`config.mk`:
```
export PLATFORM = sky130hd
export DESIGN_NAME = itch_cancel_stream_decoder
export DESIGN_NICKNAME = d
export VERILOG_FILES = /design/src/rtl/itch_cancel_stream_decoder.sv
export SDC_FILE = /design/constraint.sdc
export NUM_CORES = 2
export LEC_CHECK = 0
export ABC_AREA = 1
export ABC_CLOCK_PERIOD_IN_PS = 8700
export BUFFER_PORTS_ARGS = -buffer_cell sky130_fd_sc_hd__buf_4
export CAP_MARGIN = 10
export CORE_MARGIN = 3
export CORE_UTILIZATION = 50
export DETAILED_ROUTE_END_ITERATION = 8
export PLACE_DENSITY = 0.7
export SETUP_SLACK_MARGIN = 0.1
export SLEW_MARGIN = 25
export SYNTH_ARGS = -nofsm -noshare
export SYNTH_HDL_FRONTEND = slang
export SYNTH_SLANG_ARGS = --single-unit
```
`constraint.sdc`:
```
create_clock -name clk -period 8.7 [get_ports clk]
set_clock_uncertainty 0.1 [all_clocks]
set_input_delay 0.87 -clock clk [delete_from_list [all_inputs] [get_ports clk]]
set_output_delay 0.87 -clock clk [all_outputs]
set_load 0.05 [all_outputs]
```
`src/rtl/itch_cancel_stream_decoder.sv`:
```
// ITCH Order Cancel ('X') / Order Delete ('D') streaming payload decoder.
// Assembles order_ref/shares across beats and queues one record per message.
module itch_cancel_stream_decoder #(
    parameter int BEAT_BYTES = 8,
    parameter int OUT_DEPTH  = 4,
    parameter int ERR_CNT_W  = 16
) (
    input  logic                    clk,
    input  logic                    rst_n,
    input  logic                    in_valid,
    output logic                    in_ready,
    input  logic [8*BEAT_BYTES-1:0] in_data,
    input  logic                    in_last,
    output logic                    out_valid,
    input  logic                    out_ready,
    output logic                    out_is_del,
    output logic [63:0]             out_order_ref,
    output logic [31:0]             out_shares,
    output logic                    err_pulse,
    output logic [ERR_CNT_W-1:0]    err_count
);
    localparam int PW = (OUT_DEPTH > 1) ? $clog2(OUT_DEPTH) : 1;
    localparam int CW = PW + 1;
    localparam int DW = 8 * BEAT_BYTES;

    typedef enum logic [1:0] {S_IDLE, S_COLLECT, S_DRAIN} state_t;

    typedef struct packed {
        logic        is_del;
        logic [63:0] order_ref;
        logic [31:0] shares;
    } rec_t;

    state_t               state_q, state_d;
    logic [5:0]           byte_idx_q, byte_idx_d;
    logic                 is_del_q, is_del_d;
    logic [63:0]          ref_q, ref_d;
    logic [31:0]          shares_q, shares_d;
    rec_t                 fifo_q [OUT_DEPTH];
    rec_t                 fifo_d [OUT_DEPTH];
    logic [PW-1:0]        wr_ptr_q, wr_ptr_d;
    logic [PW-1:0]        rd_ptr_q, rd_ptr_d;
    logic [CW-1:0]        count_q, count_d;
    logic                 err_pulse_q, err_pulse_d;
    logic [ERR_CNT_W-1:0] err_count_q, err_count_d;

    logic [DW-1:0] data;
    logic [7:0]    type_byte;
    logic          accept, pop, push, err_d;
    logic          cur_del, type_ok, complete;
    logic [5:0]    base, req_len;
    rec_t          head;

    // Idle beats are masked so nothing downstream sees in_data
    assign data      = in_valid ? in_data : '0;
    assign type_byte = data[DW-1 -: 8];
    assign in_ready  = rst_n && (count_q < CW'(OUT_DEPTH));
    assign accept    = in_valid && in_ready;
    assign out_valid = (count_q != '0);
    assign pop       = out_valid && out_ready;
    assign head      = fifo_q[rd_ptr_q];

    assign out_is_del    = out_valid && head.is_del;
    assign out_order_ref = out_valid ? head.order_ref : '0;
    assign out_shares    = out_valid ? head.shares : '0;
    assign err_pulse     = err_pulse_q;
    assign err_count     = err_count_q;

    // Message FSM: type check, capture by absolute byte index, completion
    always_comb begin
        state_d    = state_q;
        byte_idx_d = byte_idx_q;
        is_del_d   = is_del_q;
        ref_d      = ref_q;
        shares_d   = shares_q;
        err_d      = 1'b0;
        push       = 1'b0;
        base       = (state_q == S_IDLE) ? 6'd0 : byte_idx_q;
        cur_del    = (state_q == S_IDLE) ? (type_byte == 8'h44) : is_del_q;
        type_ok    = (state_q != S_IDLE) ||
                     (type_byte == 8'h58) || (type_byte == 8'h44);
        req_len    = cur_del ? 6'd9 : 6'd13;
        complete   = (base + 6'(BEAT_BYTES)) >= req_len;
        if (accept) begin
            unique case (state_q)
                S_IDLE, S_COLLECT: begin
                    if (!type_ok) begin
                        err_d      = 1'b1;
                        byte_idx_d = '0;
                        state_d    = in_last ? S_IDLE : S_DRAIN;
                    end else begin
                        if (state_q == S_IDLE) begin
                            ref_d    = '0;
                            shares_d = '0;
                            is_del_d = cur_del;
                        end
                        for (int k = 0; k < BEAT_BYTES; k++) begin
                            for (int j = 0; j < 8; j++) begin
                                if (base + 6'(k) == 6'(j + 1))
                                    ref_d[63-8*j -: 8] = data[DW-1-8*k -: 8];
                            end
                            for (int j = 0; j < 4; j++) begin
                                if (!cur_del && (base + 6'(k) == 6'(j + 9)))
                                    shares_d[31-8*j -: 8] = data[DW-1-8*k -: 8];
                            end
                        end
                        if (complete) begin
                            push       = 1'b1;
                            err_d      = !in_last;
                            byte_idx_d = '0;
                            state_d    = in_last ? S_IDLE : S_DRAIN;
                        end else if (in_last) begin
                            err_d      = 1'b1;
                            byte_idx_d = '0;
                            state_d    = S_IDLE;
                        end else begin
                            byte_idx_d = base + 6'(BEAT_BYTES);
                            state_d    = S_COLLECT;
                        end
                    end
                end
                S_DRAIN: begin
                    if (in_last) state_d = S_IDLE;
                end
                default: state_d = S_IDLE;
            endcase
        end
    end

    // Output FIFO bookkeeping and saturating error counter
    always_comb begin
        fifo_d      = fifo_q;
        wr_ptr_d    = wr_ptr_q;
        rd_ptr_d    = rd_ptr_q;
        err_pulse_d = err_d;
        err_count_d = err_count_q;
        if (push) begin
            fifo_d[wr_ptr_q] = '{is_del: cur_del, order_ref: ref_d,
                                 shares: shares_d};
            wr_ptr_d = wr_ptr_q + PW'(1);
        end
        if (pop) rd_ptr_d = rd_ptr_q + PW'(1);
        count_d = count_q + CW'(push) - CW'(pop);
        if (err_d && !(&err_count_q)) err_count_d = err_count_q + 1'b1;
    end

    // State registers with synchronous active-low reset
    always_ff @(posedge clk) begin
        if (!rst_n) begin
            state_q     <= S_IDLE;
            byte_idx_q  <= '0;
            is_del_q    <= 1'b0;
            ref_q       <= '0;
            shares_q    <= '0;
            wr_ptr_q    <= '0;
            rd_ptr_q    <= '0;
            count_q     <= '0;
            err_pulse_q <= 1'b0;
            err_count_q <= '0;
            for (int i = 0; i < OUT_DEPTH; i++) fifo_q[i] <= '0;
        end else begin
            state_q     <= state_d;
            byte_idx_q  <= byte_idx_d;
            is_del_q    <= is_del_d;
            ref_q       <= ref_d;
            shares_q    <= shares_d;
            wr_ptr_q    <= wr_ptr_d;
            rd_ptr_q    <= rd_ptr_d;
            count_q     <= count_d;
            err_pulse_q <= err_pulse_d;
            err_count_q <= err_count_d;
            fifo_q      <= fifo_d;
        end
    end
endmodule

```
## Word-level counts from Yosys, hierarchy flattened

Index checks and enable logic that the tools add are counted.

| storage, ports and cells | value |
|---|---|
| word-level logic and storage cells | 328 |
| output and inout port bits | 116 |
| register bits | 517 |
| input bits | 69 |

| cells by class | value |
|---|---|
| add/subtract/negate cells | 13 |
| bitwise gates (word level) | 2 |
| magnitude comparators | 5 |
| equal/unequal tests | 101 |
| mux-type cells | 134 |
| reductions and logical operators | 51 |

Operators by type and width:

| operator | number |
|---|---|
| 8-bit 2-to-1 mux | 96 |
| 388-bit bitwise mux | 1 |
| 64-bit 2-to-1 mux | 6 |
| 97-bit 2-to-1 mux | 3 |
| 6-bit by 4-bit == test with 1-bit output, second input constant | 40 |
| 97-bit binary-select mux with 2-bit select | 1 |
| 97-bit demux with 2-bit select | 1 |
| 6-bit by 3-bit == test with 1-bit output, second input constant | 32 |
| 32-bit 2-to-1 mux | 5 |
| 6-bit by 2-bit == test with 1-bit output, second input constant | 16 |
| 6-bit by 1-bit == test with 1-bit output, second input constant | 8 |
| 1-bit logical AND | 38 |
| 6-bit by 3-bit adder with 6-bit output, second input constant | 4 |
| 6-bit 2-to-1 mux | 4 |
| 16-bit by 1-bit adder with 16-bit output, second input constant | 1 |
| 8-bit by 7-bit == test with 1-bit output, second input constant | 2 |
| 16-bit AND reduction | 1 |
| 6-bit by 2-bit adder with 6-bit output, second input constant | 2 |
| 1-bit 2-to-1 mux | 11 |
| 2-bit 2-to-1 mux | 4 |
| 6-bit by 1-bit adder with 6-bit output, second input constant | 1 |
| 6-bit by 4-bit adder with 6-bit output, second input constant | 1 |
| 3-bit greater-or-equal comparator, second input constant | 2 |
| 6-bit by 4-bit greater-or-equal comparator with 1-bit output | 1 |
| other kinds (19) | 25 |

## Longest topological paths before layout

| depth | value |
|---|---|
| depth in word-level cells | 17 |
| mapped depth | 26 |
| gate-level depth less buffers | 24 |

## Least setup slack after synthesis

OpenSTA, ideal clock, no wires.

| path | value |
|---|---|
| kind | input to register |
| start point | input in_data[57] |
| end point | register count_q[2] |
| path buffers | 1 |
| data required time | 8480 ps |
| library setup time | 120 ps |
| arrival time | 3720 ps |
| slack | 4760 ps |
| stages on the path | 23 |
| cells stage by stage | nand2_1 -> nand2_1 -> nor2_1 -> nand2_1 -> nand2_1 -> nand2_1 -> buf_2 -> inv_1 -> ha_1 -> a21oi_1 -> or2_1 -> nand2_1 -> inv_1 -> nor2_4 -> inv_1 -> ha_1 -> inv_1 -> ha_1 -> inv_1 -> fa_1 -> xor2_1 -> o21ai_0 -> a21oi_1 |

| on the way | value |
|---|---|
| longest elaborated chain between the ends | 11 |
| elaborated cells on any way between the ends | 14 |
| those cells by class | add/sub (2); order compare (1); eq/ne (2); mux (7); reduce/logical (2) |

RTL lines:

| what | RTL line | text |
|---|---|---|
| from (decl) | 12 | `input logic [8*BEAT_BYTES-1:0] in_data,` |
| 64-bit 2-to-1 mux | 55 | `assign data = in_valid ? in_data : '0;` |
| 8-bit by 7-bit == test with 1-bit output | 79 | `cur_del = (state_q == S_IDLE) ? (type_byte == 8'h44) : is_del_q;` |
| 1-bit 2-to-1 mux | 79 |  |
| via cur_del | 50 | `logic cur_del, type_ok, complete;` |
| 3-bit 2-to-1 mux | 82 | `req_len = cur_del ? 6'd9 : 6'd13;` |
| 6-bit by 4-bit greater-or-equal comparator with 1-bit output | 83 | `complete = (base + 6'(BEAT_BYTES)) >= req_len;` |
| 1-bit 2-to-1 mux | 107 | `if (complete) begin` |
| 1-bit 2-to-1 mux | 87 | `if (!type_ok) begin` |
| 1-bit 2-to-1 mux | 85 | `unique case (state_q)` |
| 1-bit 2-to-1 mux | 84 | `if (accept) begin` |
| 3-bit by 1-bit adder with 3-bit output | 143 | `count_d = count_q + CW'(push) - CW'(pop);` |
| 3-bit by 1-bit subtractor with 3-bit output | 143 |  |
| to (signal assigned) | 169 | `count_q <= count_d;` |
| to (decl) | 43 | `logic [CW-1:0] count_q, count_d;` |

The timed path passes the listed nets, and every way through them passes these cells.
A chain may end at the register's enable or synchronous reset.

## Final worst setup path

| path | value |
|---|---|
| start point | register state_q[0] |
| end point | register fifo_q[147] in the netlist's numbering |

| on the way | value |
|---|---|
| elaborated cells on any way between the ends | 43 |
| those cells by class | add/sub (8); order compare (1); eq/ne (9); mux (20); reduce/logical (5) |

RTL lines:

| what | RTL line | text |
|---|---|---|
| from (decl) | 34 | `state_t state_q, state_d;` |
| from (signal assigned) | 162 | `state_q <= state_d;` |
| 2-bit logical NOT | 79 |  |
| 1-bit 2-to-1 mux | 79 |  |
| via cur_del | 50 |  |
| 3-bit 2-to-1 mux | 82 |  |
| 6-bit by 4-bit greater-or-equal comparator with 1-bit output | 83 |  |
| 1-bit 2-to-1 mux | 107 |  |
| 1-bit 2-to-1 mux | 87 |  |
| 1-bit 2-to-1 mux | 85 |  |
| 1-bit 2-to-1 mux | 84 |  |
| to (signal assigned) | 172 | `fifo_q <= fifo_d;` |
| to (decl) | 39 | `rec_t fifo_q [OUT_DEPTH];` |

The timed path passes the listed nets, and every way through them passes these cells.

==> results.py <==
metrics = {
    "run_status": {
        "status": "finished clean",
    },
    "power_and_ir_drop": {
        "seqPwrFrac_pct": 35.1,
        "combPwrFrac_pct": 27.7,
        "p_sw_share_pct": 37.4,
        "ir_drop_v": 0.000325,
        "p_sw_mw": 2.57,
        "intPower_mw": 4.30,
        "pwr_density_cell_nw_per_um2": 179,
        "p_leak_nw": 18.6,
        "power.share.clock_pct": 37.2,
    },
    "synth": {
        "synth_seq_cells": 517,
        "ys_seq_area_share_pct": 29.8,
        "synth-simple-area-share_pct": 32.4,
        "synth_area_um2": 34700,
        "synth_fp_nets": 6007,
        "synth_cells": 5921,
        "yosys_warnings": 0,
        "yosys.area.top_type": "dfxtp_1",
        "synth_mux_area_share_pct": 0,
        "synth_top_area_share_pct": 29.8,
        "ys_types": 46,
        "yosys.area_share.xor_xnor_pct": 0.353,
        "yosys.area_share.adder_pct": 0.634,
        "synth_compound_area_share_pct": 23.1,
        "synth_area_leaders": "dfxtp_1, nand2_1, a21oi_1, inv_1, nand3_1",
        "synth_top_family_by_area": "simple AND/OR/NAND/NOR gates",
        "avgSynthCellArea_um2": 5.86,
    },
    "die": {
        "ios": 185,
        "chipHeight_um": 270,
        "die_w_um": 270,
        "coreArea_um2": 68000,
        "rows": 95,
        "die_area_um2": 72600,
        "start_util_pct": 51.1,
    },
    "final_layout": {
        "final_common_cell": "nand2_1",
        "layoutNonFillerInstCount": 6840,
        "nNetsFinal": 5953,
        "nFillCells": 7091,
        "drive_gt1_share_pct": 7.93,
        "area_delta_synth_final_pct": 10.7,
        "most-common-layout-cells": "nand2_1, inv_1, a21oi_1",
    },
    "place": {
        "gp_congestion": 1.14,
        "portBuffers": 184,
        "place_inst": 6730,
        "place_hpwl_mm": 107,
    },
    "global_routing": {
        "grt_use_total_pct": 42.3,
        "antenna_found_initial": 3,
        "grt_max_degree": 186,
        "grt_overflow": 0,
        "grt_pass1_vias": 37300,
        "grt_pass1_wl_mm": 237,
    },
    "timing": {
        "finalSetupTns_ns": 0,
        "post-route-period-util_pct": 64.3,
        "fin_crit_ns": 5.60,
        "setup_viol": 0,
        "slew_headroom_pct": 20.8,
        "slew_violations": 0,
        "worst_slew_pin_slew_ns": 1.19,
        "fmax_mhz": 179,
        "rsz0062_at_grt": "no",
        "hold_viol": 0,
    },
    "detailed_routing": {
        "drc": 0,
        "totalWireLength_mm": 161,
        "via_per_inst": 5.92,
        "ant_nets": 0,
        "vias": 40500,
        "dr.pass1.iters": 9,
        "avgRoutedWirePerCell_um": 23.5,
        "dr.first_iter.drc_count": 5060,
    },
    "clocking": {
        "insertion_delay_ns": 0.62,
        "clock_sinks": 517,
        "postCtsSetupRepairBufs": 0,
        "path_clk_slew_ns": 0.06,
        "clockBufferDepth": 3,
        "clockRootBuffer": "clkbuf_16",
        "cts_made_buffers": 56,
        "cts_resized": 0,
        "cts_hold_buf": 0,
        "cts_tree": "yes",
        "cts_max_level": 2,
    },
    "critical_path": {
        "cp_slowest_cell": "clkinv_2",
        "path_cells": "inv_2 -> nand2_4 -> buf_4 -> nand2_1 -> nand2_1 -> inv_1 -> ha_1 -> a21oi_1 -> or2_1 -> nand2_1 -> inv_1 -> nor2_4 -> nand2_4 -> clkinv_2 -> buf_12 -> o21ai_0 -> a21oi_1",
        "cp_max_fo": 64,
        "cp_top_family": "buffers and inverters",
        "ff2ff_setup_slack_ns": 3.10,
        "cpPeakStageDelay_ns": 0.81,
        "cp-end-kind": "register",
        "cp-start-kind": "register",
        "cp_common_cell": "nand2_1",
        "critPathArrivalTime_ns": 6.00,
        "path_class": "register to register",
        "worst-path-buf-inv": 6,
        "crit_required_ns": 9.11,
    },
    "hold_path": {
        "hp-class": "register to register",
    },
    "run": {
        "drv_cap": 0,
    },
}
==> tightest hold or removal path, stage by stage (launching register included) <==
cell,delay (ns)
dfxtp_1,0.30
inv_1,0.06
a21oi_1,0.06
==> final timing paths <==
kind,startpoint,end,depth (start not counted)
worst max-delay path,state_q[0],fifo_q[147],17
worst min-delay path,fifo_q[193],fifo_q[193],2
worst max register to register,state_q[0],fifo_q[147],17
worst min register to register,fifo_q[193],fifo_q[193],2
==> routing by layer <==
layer	vias to the layer above	wire (um)	global-route usage, %
met2	2385	68900	65.1
met4	8	12500	27.8
met1	18600	61600	52.7
met3	649	17600	10.3
met5	-	145	0.987
li1	18900	-	-
==> through the flow <==
stage	setup slack [ns]	power [mW]	utilization [%]	area [um^2]	hold WS (ns)
after global routing	2.85	7.07	56.5	38400	0.375
after CTS	3.28	6.85	56.5	38400	0.369
final	3.10	6.87	56.5	38400	0.371
after detailed placement	2.85	4.33	53.6	36400	0.361
after floorplan	4.76	3.64	-	34700	0.330
after global placement	2.98	4.33	53.5	36400	0.347
==> cell type report <==
type	count	area (um^2)	share of cell area, %
multi-input cells	4166	19700	51.2
flip-flops and latches	517	10400	27.0
inverters	884	3350	8.71
repair buffers	242	1880	4.90
clock buffers	80	1630	4.25
well taps	921	1150	3.00
clock inverters	25	357	0.928
diodes	5	12.5	0.0326
==> sequential cells by signal, indices dropped and copies added (netlist names) <==
| register | cells |
|---|---|
| ref_q | 64 |
| err_pulse | 1 |
| byte_idx_q | 6 |
| is_del_q | 1 |
| count_q | 3 |
| rd_ptr_q | 2 |
| state_q | 2 |
| err_count | 16 |
| fifo_q | 388 |
| wr_ptr_q | 2 |
| shares_q | 32 |
==> kinds of logic (layout without fill, tap and decap cells) <==
group / Yosys count / after routing
XOR/XNOR: 11 / 11
buffers and inverters: 1238 / 1231
flip-flops: 517 / 517
adder cells (fa/ha/maj): 17 / 17
AND/OR/NAND/NOR: 2654 / 2654
AO/OA/AOI/OAI: 1484 / 1484
other: 0 / 5
==> synthesized netlist by cell type, drive strengths merged <==
| library cell | n |
|---|---|
| nand2 | 1749 |
| inv | 879 |
| a21oi | 809 |
| nand3 | 638 |
| dfxtp | 517 |
| o21ai | 449 |
| clkbuf | 252 |
| nor2 | 192 |
| o21a | 192 |
| buf | 102 |
| nor3 | 55 |
| o211ai | 29 |
| ha | 16 |
| nand4 | 12 |
| xor2 | 10 |
| clkinv | 5 |
| nor4 | 3 |
| or2 | 3 |
| a31oi | 2 |
| nor3b | 2 |
| a22oi | 1 |
| a31o | 1 |
| fa | 1 |
| o211a | 1 |
| xnor2 | 1 |
==> power by group through the flow <==
stage          clock network, mW  logic, mW  registers [mW]
2_1_floorplan                  0       1.19            2.45
3_3_place_gp                   0       1.86            2.47
3_5_place_dp                   0       1.86            2.47
4_1_cts                     2.57       1.87            2.41
5_1_grt                     2.67       1.99            2.42
6_report                    2.55       1.90            2.42
(Power assumes the default switching activity.)
